**src/rtl/inst_prefetch_if.sv**
```systemverilog
// Bus bundle for the instruction prefetcher: ROM read port plus the core-facing
// valid/ready instruction stream and occupancy.
interface inst_prefetch_if #(
  parameter int DW    = 32,
  parameter int AW    = 32,
  parameter int DEPTH = 4
);
  logic                     rom_ren_o;
  logic [AW-1:0]            rom_addr_o;
  logic [DW-1:0]            rom_data_i;
  logic                     inst_valid_o;
  logic [DW-1:0]            inst_o;
  logic [AW-1:0]            inst_pc_o;
  logic                     inst_ready_i;
  logic [$clog2(DEPTH):0]   fifo_cnt_o;

  modport master (
    output rom_ren_o, rom_addr_o, inst_valid_o, inst_o, inst_pc_o, fifo_cnt_o,
    input  rom_data_i, inst_ready_i
  );

  modport slave (
    input  rom_ren_o, rom_addr_o, inst_valid_o, inst_o, inst_pc_o, fifo_cnt_o,
    output rom_data_i, inst_ready_i
  );
endinterface

```
**src/rtl/inst_prefetch.sv**
```systemverilog
// Sequential instruction prefetcher: issues ROM reads (1-cycle latency) and
// buffers {pc, inst} pairs in a small FIFO for the core fetch stage.
module inst_prefetch #(
  parameter int            DW       = 32,
  parameter int            AW       = 32,
  parameter int            DEPTH    = 4,
  parameter logic [AW-1:0] RESET_PC = '0
) (
  input  logic            clk,
  input  logic            rst,
  input  logic            flush_i,
  input  logic [AW-1:0]   flush_pc_i,
  input  logic            halt_i,
  inst_prefetch_if.master bus
);
  localparam int            PW      = $clog2(DEPTH);
  localparam int            CW      = PW + 1;
  localparam logic [CW:0]   DEPTH_C = (CW+1)'(DEPTH);

  logic [AW-1:0] fetch_pc_q, fetch_pc_d;
  logic [AW-1:0] inflight_pc_q, inflight_pc_d;
  logic          inflight_q, inflight_d;
  logic [CW-1:0] count_q, count_d;
  logic [PW-1:0] wr_ptr_q, wr_ptr_d;
  logic [PW-1:0] rd_ptr_q, rd_ptr_d;
  logic [AW-1:0] fifo_pc_q   [DEPTH];
  logic [DW-1:0] fifo_inst_q [DEPTH];

  logic          issue, push, pop, head_vld;
  logic [CW:0]   occupancy;
  logic          unused_flush_lsb;

  // Redirect targets are word aligned, so the low address bits are ignored.
  assign unused_flush_lsb = ^flush_pc_i[1:0];

  always_comb begin
    // Reserve a slot for the read in flight so a capture can never overflow.
    occupancy = {1'b0, count_q} + {{CW{1'b0}}, inflight_q};
    issue     = !rst && !halt_i && !flush_i && (occupancy < DEPTH_C);
    head_vld  = !rst && (count_q != '0);
    push      = !rst && !flush_i && inflight_q;
    pop       = head_vld && bus.inst_ready_i;

    fetch_pc_d    = fetch_pc_q;
    inflight_d    = issue;
    inflight_pc_d = inflight_pc_q;
    count_d       = count_q + CW'(push) - CW'(pop);
    wr_ptr_d      = wr_ptr_q + PW'(push);
    rd_ptr_d      = rd_ptr_q + PW'(pop);

    if (issue) begin
      fetch_pc_d    = fetch_pc_q + AW'(4);
      inflight_pc_d = fetch_pc_q;
    end

    if (flush_i) begin
      fetch_pc_d = {flush_pc_i[AW-1:2], 2'b00};
      inflight_d = 1'b0;
      count_d    = '0;
      wr_ptr_d   = '0;
      rd_ptr_d   = '0;
    end
  end

  always_ff @(posedge clk) begin
    if (rst) begin
      fetch_pc_q <= RESET_PC;
      inflight_q <= 1'b0;
      count_q    <= '0;
      wr_ptr_q   <= '0;
      rd_ptr_q   <= '0;
    end else begin
      fetch_pc_q <= fetch_pc_d;
      inflight_q <= inflight_d;
      count_q    <= count_d;
      wr_ptr_q   <= wr_ptr_d;
      rd_ptr_q   <= rd_ptr_d;
    end
  end

  always_ff @(posedge clk) begin
    inflight_pc_q <= inflight_pc_d;
    if (push) begin
      fifo_pc_q[wr_ptr_q]   <= inflight_pc_q;
      fifo_inst_q[wr_ptr_q] <= bus.rom_data_i;
    end
  end

  assign bus.rom_ren_o    = issue;
  assign bus.rom_addr_o   = rst ? RESET_PC : fetch_pc_q;
  assign bus.inst_valid_o = head_vld;
  assign bus.inst_o       = head_vld ? fifo_inst_q[rd_ptr_q] : '0;
  assign bus.inst_pc_o    = head_vld ? fifo_pc_q[rd_ptr_q] : '0;
  assign bus.fifo_cnt_o   = rst ? '0 : count_q;
endmodule

```
**src/flat_wrapper.sv**
```systemverilog
// flat-port wrapper written by rule: the top's interface ports become plain ports
module inst_prefetch_flat 
#(
  parameter int            DW       = 32,
  parameter int            AW       = 32,
  parameter int            DEPTH    = 4,
  parameter logic [AW-1:0] RESET_PC = '0
)
  (clk, rst, flush_i, flush_pc_i, halt_i, bus_rom_ren_o, bus_rom_addr_o, bus_inst_valid_o, bus_inst_o, bus_inst_pc_o, bus_fifo_cnt_o, bus_rom_data_i, bus_inst_ready_i);
  inst_prefetch_if #(.DW(DW), .AW(AW), .DEPTH(DEPTH)) bus_i ();
  input  logic clk;
  input  logic rst;
  input  logic flush_i;
  input  logic [AW-1:0] flush_pc_i;
  input  logic halt_i;
  output wire logic [$bits(bus_i.rom_ren_o)-1:0] bus_rom_ren_o;
  output wire logic [$bits(bus_i.rom_addr_o)-1:0] bus_rom_addr_o;
  output wire logic [$bits(bus_i.inst_valid_o)-1:0] bus_inst_valid_o;
  output wire logic [$bits(bus_i.inst_o)-1:0] bus_inst_o;
  output wire logic [$bits(bus_i.inst_pc_o)-1:0] bus_inst_pc_o;
  output wire logic [$bits(bus_i.fifo_cnt_o)-1:0] bus_fifo_cnt_o;
  input wire logic [$bits(bus_i.rom_data_i)-1:0] bus_rom_data_i;
  input wire logic [$bits(bus_i.inst_ready_i)-1:0] bus_inst_ready_i;
  assign bus_rom_ren_o = bus_i.rom_ren_o;
  assign bus_rom_addr_o = bus_i.rom_addr_o;
  assign bus_inst_valid_o = bus_i.inst_valid_o;
  assign bus_inst_o = bus_i.inst_o;
  assign bus_inst_pc_o = bus_i.inst_pc_o;
  assign bus_fifo_cnt_o = bus_i.fifo_cnt_o;
  assign bus_i.rom_data_i = bus_rom_data_i;
  assign bus_i.inst_ready_i = bus_inst_ready_i;
  inst_prefetch #(.DW(DW), .AW(AW), .DEPTH(DEPTH), .RESET_PC(RESET_PC)) u_core (.clk(clk), .rst(rst), .flush_i(flush_i), .flush_pc_i(flush_pc_i), .halt_i(halt_i), .bus(bus_i));
endmodule
```
**config.mk**
```make
export PLATFORM = sky130hd
export DESIGN_NAME = inst_prefetch_flat
export DESIGN_NICKNAME = d
export VERILOG_FILES = /design/src/rtl/inst_prefetch_if.sv /design/src/rtl/inst_prefetch.sv /design/src/flat_wrapper.sv
export SDC_FILE = /design/constraint.sdc
export NUM_CORES = 1
export LEC_CHECK = 0
export ABC_AREA = 1
export BUFFER_PORTS_ARGS = -buffer_cell sky130_fd_sc_hd__buf_2
export CORE_MARGIN = 2
export CORE_UTILIZATION = 54
export CTS_BUF_LIST = sky130_fd_sc_hd__clkbuf_8
export DETAILED_ROUTE_END_ITERATION = 16
export PLACE_DENSITY = 0.85
export SYNTH_ARGS = -nofsm -noshare
export SYNTH_HDL_FRONTEND = slang
export SYNTH_SLANG_ARGS = --single-unit
```
**constraint.sdc**
```tcl
create_clock -name clk -period 4.9 [get_ports clk]
set_clock_uncertainty 0.05 [all_clocks]
set_input_delay 0 -clock clk [delete_from_list [all_inputs] [get_ports clk]]
set_output_delay 0 -clock clk [all_outputs]
set_load 0.01 [all_outputs]
```
## After elaboration in Yosys (flattened, before gate mapping)

Memories as Yosys holds them, arrays and structs flattened. A register that Yosys moved wholly into a read port is not among the register bits.
Cells that the tools add are included.
Widths: inputs -> output; s select.

- Register bits: 72
- Bits in writable memories: 256
- Output and inout bits: 101
- Word-level logic and storage cells: 39
- Memories kept: 2

Memories:

| memory | depth | bits a word | rd ports | clocked after memory_dff | wr ports | RTL line | text |
|---|---|---|---|---|---|---|---|
| u_core.fifo_inst_q | 4 | 32 | 1 | 1 | 1 | inst_prefetch.sv:27 | `logic [DW-1:0] fifo_inst_q [DEPTH];` |
| u_core.fifo_pc_q | 4 | 32 | 1 | 1 | 1 | inst_prefetch.sv:26 | `logic [AW-1:0] fifo_pc_q [DEPTH];` |

- $add $sub $neg: 6
- Magnitude comparators: 1
- Muxes and demuxes: 10
- Reduce and logical (&&, ||, !) cells: 13

Operators with widths:

| operator | number |
|---|---|
| $mux 32 | 5 |
| $add 32x3->32 const B | 1 |
| $logic_and 1x1->1 | 7 |
| $add 2x1->2 | 2 |
| $add 3x1->4 | 1 |
| $lt 4x3->1 const B | 1 |
| $mux 2 | 2 |
| $add 3x1->3 | 1 |
| $logic_not 1->1 | 3 |
| $mux 3 | 1 |
| $reduce_bool 3->1 | 1 |
| $sub 3x1->3 | 1 |
| $mux 1 | 2 |
| $reduce_bool 2->1 | 1 |
| $reduce_or 2->1 | 1 |

## Logic depth before layout (Yosys ltp)

Gate-level depths: netlist of run 1.

- Depth after elaboration: 6
- Gate-level depth with buffers: 11
- Depth with buffers taken out: 11

## Least setup slack after synthesis of run 1

Ideal clock, no wire load.

- Path type: register to register
- Start: reg u_core.wr_ptr_q[1]
- End: mem u_core.fifo_inst_q[2][0] (enable)
- Data arrival time: 4.668 ns
- Data required time: 4.291 ns
- Slack: -0.377 ns
- Cell stages (with the launch flop): 3
- Path buffers: 0
- Period minus slack after synthesis: 5.277 ns
- Cells stage by stage: dfxtp_1 inv_1 nor3_1

RTL lines:

| what | RTL line | text |
|---|---|---|
| start: declaration | inst_prefetch.sv:24 | `logic [PW-1:0] wr_ptr_q, wr_ptr_d;` |
| start signal: assignment | inst_prefetch.sv:76 | `wr_ptr_q <= wr_ptr_d;` |
| end: declaration | inst_prefetch.sv:27 |  |

Straight into the memory's write port.

==> metrics, run 1 <==
Critical Path Stages 5; WHS Endpoint u_core.fetch_pc_q[22]; Reg area between 9000 and 10000 um2; post-synth top area cell edfxtp_1; synth warn 0; Worst path max stage delay about 680 ps; CTS buffer count 48; H-tree levels 2; synth top area cells edfxtp_1 (63%), nor2_1 (9.8%), dfxtp_1 (5.7%), o21ai_0 (5.2%), nand2_1 (3.8%); R2R depth 10; Die H about 160 um; routed wire length approximately 31 mm; clk slew on worst S/H paths 60 ps; detailed placement HPWL around 17 mm; CP cell instances inv_2, buf_4, o21ai_0, a21oi_1, buf_2; 1st-iter DRT viols 893; Clock Path Buffers 3; TNS Setup 0 ps; CTS resizes 0; final hold slack about 46 ps; total power roughly 5.3 mW; placer congestion estimate ~0.88; hold_sp flush_i; status complete, no violations; clock sink total 316; CTS root buffer clkbuf_8; Vias 9997; initial core utilization 0.5472; hold crit path type in2reg; VDD IR max 0.0002152 V; Mapped Avg Cell Area between 10 and 15 um2; DRC viols 0; LEAKAGE between 6 and 7 nW; maximum capacitance violations 0; largest net degree at the start of global routing 93; Post-CTS Setup Bufs 0; antenna violations before repair 0; top cell type's share of synthesized area 0.6292; diode count 0; die span in x roughly 160 um; Seq/Total Area, Yosys 0.6865; CP Max Fanout 68; Worst Path Required 4850 ps; Port Buffers 163; Critical Path Start Type flip-flop; Synth Cell Area around 13000 um2; hold path cells 5; GRT Util Overall 0.2345; Top Ports between 150 and 200; Pre-Repair DR Iteration Count 8; reg2reg setup slack around 2100 ps; unrepaired setup endpoints after global routing false; Final period util 0.6463; Slowest cell on crit path inv_2; Synth Register Bits between 300 and 400; Hold Fails Final Rpt 0; critical path type reg2out; ANT nets after route 0; Finish-stage setup viols 0; critical path arrival ~3100 ps; Multi-input gate area about 3600 um2; Nets 1585; vias in the first global route 9681; Clock Latency Late Sink about 550 ps; first-pass GRT wire length between 40 and 50 mm; die area roughly 26000 um2; Cell variety after synth 32; WL/cell roughly 17 um; FF-to-FF End u_core.fetch_pc_q[2]; CP endpoint kind output port; total grt overflow 0; Slew Limit Fails 0; CTS tree yes; reg2reg start u_core.count_q[1]; Layout area overhead 21.16%; cells after synthesis approximately 1300; row cnt 57; Worst-Margin Slew just over 1000 ps; Tmin final approximately 3200 ps; via/cell ratio 5.340; buffers and inverters on the worst path 3; Fmax achieved ~320 MHz; # fillers 1787; total core area roughly 24000 um2; Slew HR 0.3286; layout cells sized above 1 0.1712; PwrDens around 330 nW/um2; delay-heaviest family, CP buffers and inverters
layout make-up:
class | instances | area share
Clock inverter | 38 | 0.01331
Clock buffer | 50 | 0.04281
Inverter | 78 | 0.01821
Timing Repair Buffer | 261 | 0.1097
Sequential cell | 316 | 0.5669
Tap cell | 324 | 0.02522
Multi-Input combinational cell | 805 | 0.2238
state kept, by name, summed over array words and instances, names as in the netlist:
| register | cells |
|---|---|
| u_core.fifo_pc_q | 120 |
| u_core.fifo_inst_q | 128 |
| u_core.inflight_pc_q | 30 |
| u_core.rd_ptr_q | 2 |
| u_core.wr_ptr_q | 2 |
| u_core.fetch_pc_q | 30 |
| u_core.count_q | 3 |
| u_core.inflight_q | 1 |
timing repair:
action | CTS | global route
setup endpoints to repair | 0 | 0
hold buffers | 85 | 0
endpoints found under the hold margin | 168 | 0
worst reg2reg max path, stage by stage, from the launching register on:
cell,delay [ps]
dfxtp_1,360
ha_1,210
inv_1,60
nor2_1,70
nor2_4,150
nand3_4,290
nor2_1,200
a21oi_1,50
dlygate4sd3_1,590
a21oi_1,110
dlygate4sd3_1,560
layer usage:
metal,GRT usage,routed length [um]
met1,0.2997,12300
met3,0.03642,2461
met4,0.07062,684
met2,0.4159,15730
met5,0,0
cell families (layout without fill, tap and decap cells):
kind of cell    count (synthesis)  in the layout  synth area share
xor+xnor                        9              9          0.005941
compound gates                233            233           0.08865
fa+ha+maj                       6              6          0.006224
buf+inv                       143            427           0.04470
simple gates                  553            553            0.1677
other cells                     1              4         0.0002826
flops                         316            316            0.6865
stage by stage:
step / util / instance area, um2 / worst slack (ps) / instances
after global placement: 0.5907 / 14320 / 2388 / 1699
after CTS: 0.6630 / 16080 / 1716 / 1872
after floorplan: - / 13280 / -377.0 / 1264
after detailed placement: 0.5907 / 14320 / 2316 / 1699
after global routing: 0.6630 / 16080 / 1554 / 1872
final: 0.6630 / 16080 / 1733 / 1872
synthesized netlist by cell type (all sizes together):
cell type and instances:
nor2 354, edfxtp 278, nand2 141, o21ai 138
a21oi 92, inv 77, nand3 48, clkbuf 44
dfxtp 38, buf 21, xor2 6, ha 5
nor3 4, nand4 3, xnor2 3, a21boi 2
and2 2, a31oi 1, clkinv 1, conb 1
fa 1, nand3b 1
cell usage in the layout (no fill, tap or decap), drive strengths merged:
master       synthesis  layout
nor2               354     354
edfxtp             278     278
buf                 21     176
nand2              141     141
o21ai              138     138
a21oi               92      92
inv                 77      91
dlygate4sd3          0      85
clkbuf              44      50
nand3               48      48
dfxtp               38      38
clkinv               1      21
xor2                 6       6
ha                   5       5
nor3                 4       4
conb                 1       4
nand4                3       3
xnor2                3       3
and2                 2       2
a21boi               2       2
clkinvlp             0       2
bufinv               0       2
a31oi                1       1
nand3b               1       1
fa                   1       1
where the power goes:
part | switching, mW | internal [mW] | total [mW] | leakage, nW
clock | 0.983 | 1.05 | 2.04 | 0.515
sequential | 0.0371 | 2.95 | 2.99 | 2.82
combinational | 0.122 | 0.104 | 0.227 | 2.86
total | 1.14 | 4.11 | 5.25 | 6.19
worst max path at each step:
stage | startpoint | end | slack (ps)
after floorplan | u_core.wr_ptr_q[1] | u_core.fifo_inst_q[2][0] | -380
after global placement | u_core.rd_ptr_q[0] | bus_inst_pc_o[18] | 2390
after detailed placement | u_core.rd_ptr_q[0] | bus_inst_pc_o[18] | 2320
after CTS | u_core.rd_ptr_q[0] | bus_inst_pc_o[18] | 1720
after global routing | u_core.rd_ptr_q[0] | bus_inst_pc_o[20] | 1550
final | u_core.rd_ptr_q[0] | bus_inst_pc_o[18] | 1730
Power figures use the tool's default switching activity.
==> run 2, diff against run 1 <==
- clock period: 4.9 -> 2.75 ns (I/O delays scaled with it)
==> run 2 against run 1 <==
- clock power rose by 71%
- non-clock buffer count fell by 10
- die area did not move
- sequential share of layout area rose by 0.092 points
- critical path depth rose by 1
- clock-buffer cell count rose by 4
- total power rose by 75%
==> metrics, run 2 (same netlist as run 1, synthesis figures left out) <==
clock sink total 316 (unchanged); placer congestion estimate 0.8846 (+0.50%); unrepaired setup endpoints after global routing false; CTS root buffer clkbuf_8; commonest non-fill, non-tap cell in the layout nor2_1; first-pass GRT wire length 48.11 mm (-0.10%); VDD IR max 0.0003407 V (+58%); Top Registers u_core.fifo_inst_q (128), u_core.fifo_pc_q (120); Die H 160.7 um (unchanged); total core area 24250 um2 (unchanged); die area 25840 um2 (unchanged); 1st-iter DRT viols 965 (+8.1%); Final Non-Filler Cells 1862 (-0.53%); CP endpoint kind output port; Tmin final approximately 2600 ps; reg2reg setup slack 210 ps (-1930 ps); Fmax achieved slightly below 400 MHz; Clock Path Buffers 3 (unchanged); critical path type reg2out; status complete, no violations; final core utilization 0.6620 (-0.0009800); CTS tree yes; row cnt 57 (unchanged); Vias 10010 (+0.090%); Hold Fails Final Rpt 0 (unchanged); Multi-input gate area 3628 um2 (+0.87%); Port Buffers 163 (unchanged); antenna violations before repair 0 (unchanged); clk slew on worst S/H paths 60 ps (about the same); Clock Latency Late Sink 560 ps (about the same); Worst-Margin Slew 855.1 ps (-152.0 ps); hold crit path type in2reg; Nets 1576 (-0.57%); ANT nets after route 0 (unchanged); max FFs per register 128 (unchanged); LEAKAGE 6.193 nW (about the same); reg2reg start u_core.count_q[2]; crit path launch u_core.count_q[2]; CTS buffer count 49 (+2.1%); die span in x 160.7 um (unchanged); critical path arrival 2520 ps (-600 ps); Pre-Repair DR Iteration Count 5 (-3); GRT Util Overall 0.2336 (-0.0009058); Slew HR 0.4291 (+0.1005); Placement Cell Area 14450 um2 (+0.91%); R2R depth 9 (-1); vias in the first global route 9727 (+0.48%); FF-to-FF End u_core.rd_ptr_q[0]; most frequent cells in the layout nor2_1 (347), edfxtp_1 (278), buf_2 (163); layout cells sized above 1 0.1730 (+0.001763); largest net degree at the start of global routing 125 (+34%); DRC viols 0 (unchanged); H-tree levels 2 (unchanged); CP Max Fanout 39 (-43%); Reg area 9115 um2 (about the same); Final Instance Area 16050 um2 (-0.15%); register bank with the most flops u_core.fifo_inst_q; Final period util 0.9362; # fillers 1739 (-2.7%); initial core utilization 0.5472 (unchanged); routed wire length 30.74 mm (-1.4%); Worst Path Required 2700 ps (-2150 ps); PwrDens 572.7 nW/um2 (+75%); Post-CTS Setup Bufs 0 (unchanged); Finish-stage setup viols 0 (unchanged); total grt overflow 0 (unchanged); Slew Limit Fails 0 (unchanged); maximum capacitance violations 0 (unchanged); Critical Path Start Type flip-flop; Layout area overhead 20.98%; via/cell ratio 5.374 (+0.63%); diode count 0 (unchanged); CP Capture Point bus_inst_o[17]; Top Ports 170 (unchanged); DP Cell Count 1703 (+0.24%); detailed placement HPWL 17.67 mm (+4.1%); WL/cell 16.51 um (-0.88%)
-- run 2: worst max-delay path, cell delays in order (launching register included) --
cell	delay [ps]
dfxtp_1	340
inv_1	130
a31oi_2	140
inv_2	640
buf_4	430
a21oi_1	100
buf_2	160
-- run 2: area by class of cell --
cell class,instances,area share
inverter,78,0.01840
sequential,316,0.5679
clock inverter,34,0.008418
clock buffer,54,0.04630
tap,324,0.02526
multi-input combinational,805,0.2261
timing repair buffer,251,0.1077
-- run 2: metal layers --
| layer | up-vias | wire length, um | GRT usage |
|---|---|---|---|
| li1 | 4756 | - | - |
| met1 | 4705 | 12300 | 0.3002 |
| met2 | 487 | 15480 | 0.4111 |
| met3 | 58 | 2350 | 0.03977 |
| met4 | 0 | 607 | 0.06818 |
| met5 | - | 0 | 0 |
-- run 2: how the worst min path moves through the flow --
stage	start	end	slack, ps	depth (start not counted)
floorplan	bus_rom_data_i[0]	u_core.fifo_inst_q[0][0]	50	0
global placement	bus_rom_data_i[26]	u_core.fifo_inst_q[0][26]	160	1
detailed placement	bus_rom_data_i[26]	u_core.fifo_inst_q[2][26]	170	1
CTS	rst	u_core.rd_ptr_q[1]	8	6
global route	rst	u_core.rd_ptr_q[1]	80	6
finish	rst	u_core.rd_ptr_q[1]	30	6
-- run 2: per-stage QoR --
stage	setup TNS [ps]	power, mW	hold slack (ps)	worst slack, ps
global placement	0	5.711	161.9	520.5
global route	0	9.515	81.92	11.51
finish	0	9.193	31.20	175.5
floorplan	-168290	5.579	48.87	-695.3
CTS	0	9.244	7.787	77.66
detailed placement	0	5.724	165.3	372.1
-- run 2: timing repair --
item                                    4_1_cts  5_1_grt
endpoints found under the setup margin        0       24
hold buffers                                 71        0
resized for setup                             0        4
endpoints found under the hold margin       166        0
-- run 2: power breakdown --
part	total, mW	internal [mW]	switching [mW]
Sequential	5.33	5.26	0.0669
Combinational	0.386	0.175	0.211
Clock	3.48	1.79	1.69
==> run 3, diff against run 2 <==
- CTS_BUF_LIST: sky130_fd_sc_hd__clkbuf_8 -> sky130_fd_sc_hd__clkbuf_4 sky130_fd_sc_hd__clkbuf_8
==> run 3 against run 2 <==
- setup slack about the same
- cell count stayed put
- die area stayed put
- via count increased by 0.78%
- utilization grew 0.34 points
- critical path depth stayed put
- final area rose by 0.51%
- sequential share of layout area down 0.29 points
==> metrics, run 3 (same netlist as run 1, synthesis figures left out) <==
most frequent cells in the layout nor2_1 (347), edfxtp_1 (278), buf_2 (163); CTS root buffer clkbuf_8; max FFs per register 128 (unchanged); Clock Latency Late Sink 550 ps (about the same); Finish-stage setup viols 0 (unchanged); critical path type reg2out; Int Pwr 7.525 mW (+4.1%); Pre-Repair DR Iteration Count 7 (+2); WHS Endpoint u_core.rd_ptr_q[1]; Top Registers u_core.fifo_inst_q (128), u_core.fifo_pc_q (120); Final Non-Filler Cells 1862 (unchanged); Clock Path Buffers 3 (unchanged); Final period util 0.9360 (about the same); routed wire length 30.88 mm (+0.46%); hold_sp rst; maximum capacitance violations 0 (unchanged); total power 9.494 mW (+3.3%); detailed placement HPWL 17.67 mm (unchanged); hold path cells 6 (unchanged); CP Max Fanout 39 (unchanged); Layout area overhead 21.60%; Fmax achieved 388.5 MHz (about the same); Slew HR 0.4339 (+0.004748); die area 25840 um2 (unchanged); unrepaired setup endpoints after global routing false; Comb power frac 0.041 (about the same); PwrDens 588.5 nW/um2 (+2.8%); Clock Power Share 0.398 (+0.020); reg2reg start u_core.rd_ptr_q[0]; register bank with the most flops u_core.fifo_inst_q; CTS buffer count 49 (unchanged); Vias 10080 (+0.78%); Worst-Margin Slew 847.9 ps (-7.111 ps); hold crit path type in2reg; crit path launch u_core.count_q[1]; CTS tree yes; Hold Fails Final Rpt 0 (unchanged); Top Ports 170 (unchanged); R2R depth 8 (-1); Place WS 372.1 ps (unchanged); placer congestion estimate 0.8846 (unchanged); WL/cell 16.58 um (+0.46%); diode count 0 (unchanged); Sw Share 0.2074 (-0.006585); worst setup margin 175.9 ps (+0.4540 ps); Placement Cell Area 14450 um2 (unchanged); status complete, no violations; switching pwr 1.969 mW (+0.10%); DP Cell Count 1703 (unchanged); Critical Path Start Type flip-flop; reg2reg setup slack 200 ps (about the same); critical path arrival 2520 ps (about the same); vias in the first global route 9743 (+0.16%); layout cells sized above 1 0.1873 (+0.01430); VDD IR max 0.0003619 V (+6.2%); clk slew on worst S/H paths 60 ps (about the same); antenna violations before repair 0 (unchanged); die span in x 160.7 um (unchanged); register share of total power 0.561 (-0.019); first-pass GRT wire length 48.13 mm (about the same); Post-CTS Setup Bufs 0 (unchanged); LEAKAGE 6.177 nW (-0.26%); largest net degree at the start of global routing 125 (unchanged); 1st-iter DRT viols 988 (+2.4%); Final Instance Area 16130 um2 (+0.51%); final hold slack 27.45 ps (-3.752 ps); Nets 1576 (unchanged); Port Buffers 163 (unchanged); GRT Util Overall 0.2337 (about the same); row cnt 57 (unchanged); DRC viols 0 (unchanged); Die H 160.7 um (unchanged); Tmin final 2574 ps (-0.4540 ps); FF-to-FF End u_core.rd_ptr_q[0]; total grt overflow 0 (unchanged); commonest non-fill, non-tap cell in the layout nor2_1; Worst Path Required 2700 ps (about the same); initial core utilization 0.5472 (unchanged); Slew Limit Fails 0 (unchanged); H-tree levels 2 (unchanged); ANT nets after route 0 (unchanged); clock sink total 316 (unchanged); via/cell ratio 5.416 (+0.78%); total core area 24250 um2 (unchanged); CP endpoint kind output port
[run 3: how the worst max path moves through the flow]
stage | endpoint
after floorplan | u_core.fifo_inst_q[2][0]
after global placement | u_core.count_q[2]
after detailed placement | u_core.count_q[2]
after CTS | u_core.rd_ptr_q[0]
after global routing | bus_inst_o[21]
final | bus_inst_o[15]
[run 3: area by class of cell]
class / instances / area, um2
timing repair buffer: 251 / 1729
inverter: 78 / 295.3
clock buffer: 76 / 908.4
fill: 1719 / 8114
clock inverter: 12 / 52.55
sequential: 316 / 9115
tap: 324 / 405.4
multi-input combinational: 805 / 3628
[run 3: critical path, stage by stage (launching register included)]
cell and delay [ps]:
dfxtp_2 350, inv_1 130, a31oi_2 140, inv_2 640, buf_4 430, a21oi_1 100, buf_2 160
[run 3: power by group through the flow]
| stage | Clock [mW] | Sequential, mW | Combinational [mW] |
|---|---|---|---|
| global route | 4.06 | 5.33 | 0.426 |
| global placement | 0 | 5.42 | 0.290 |
| finish | 3.78 | 5.33 | 0.386 |
| CTS | 3.84 | 5.33 | 0.377 |
| detailed placement | 0 | 5.43 | 0.298 |
| floorplan | 0 | 5.40 | 0.177 |
[run 3: metal layers]
layer | vias up | share of wire | GRT usage
met5 | - | 0 | 0
met3 | 69 | 0.084 | 0.04003
met1 | 4744 | 0.39 | 0.3001
met2 | 515 | 0.50 | 0.4105
li1 | 4756 | - | -
met4 | 0 | 0.022 | 0.06981
[run 3: stage by stage]
step / util / setup TNS, ps
after global routing: 0.6654 / 0
after detailed placement: 0.5960 / 0
after CTS: 0.6650 / 0
final: 0.6654 / 0
after global placement: 0.5960 / 0
after floorplan: - / -168290
[run 3: timing repair]
action,4_1_cts,5_1_grt
hold buffers,71,0
hold endpoints to repair,166,0
endpoints found under the setup margin,0,24
resized for setup,0,4
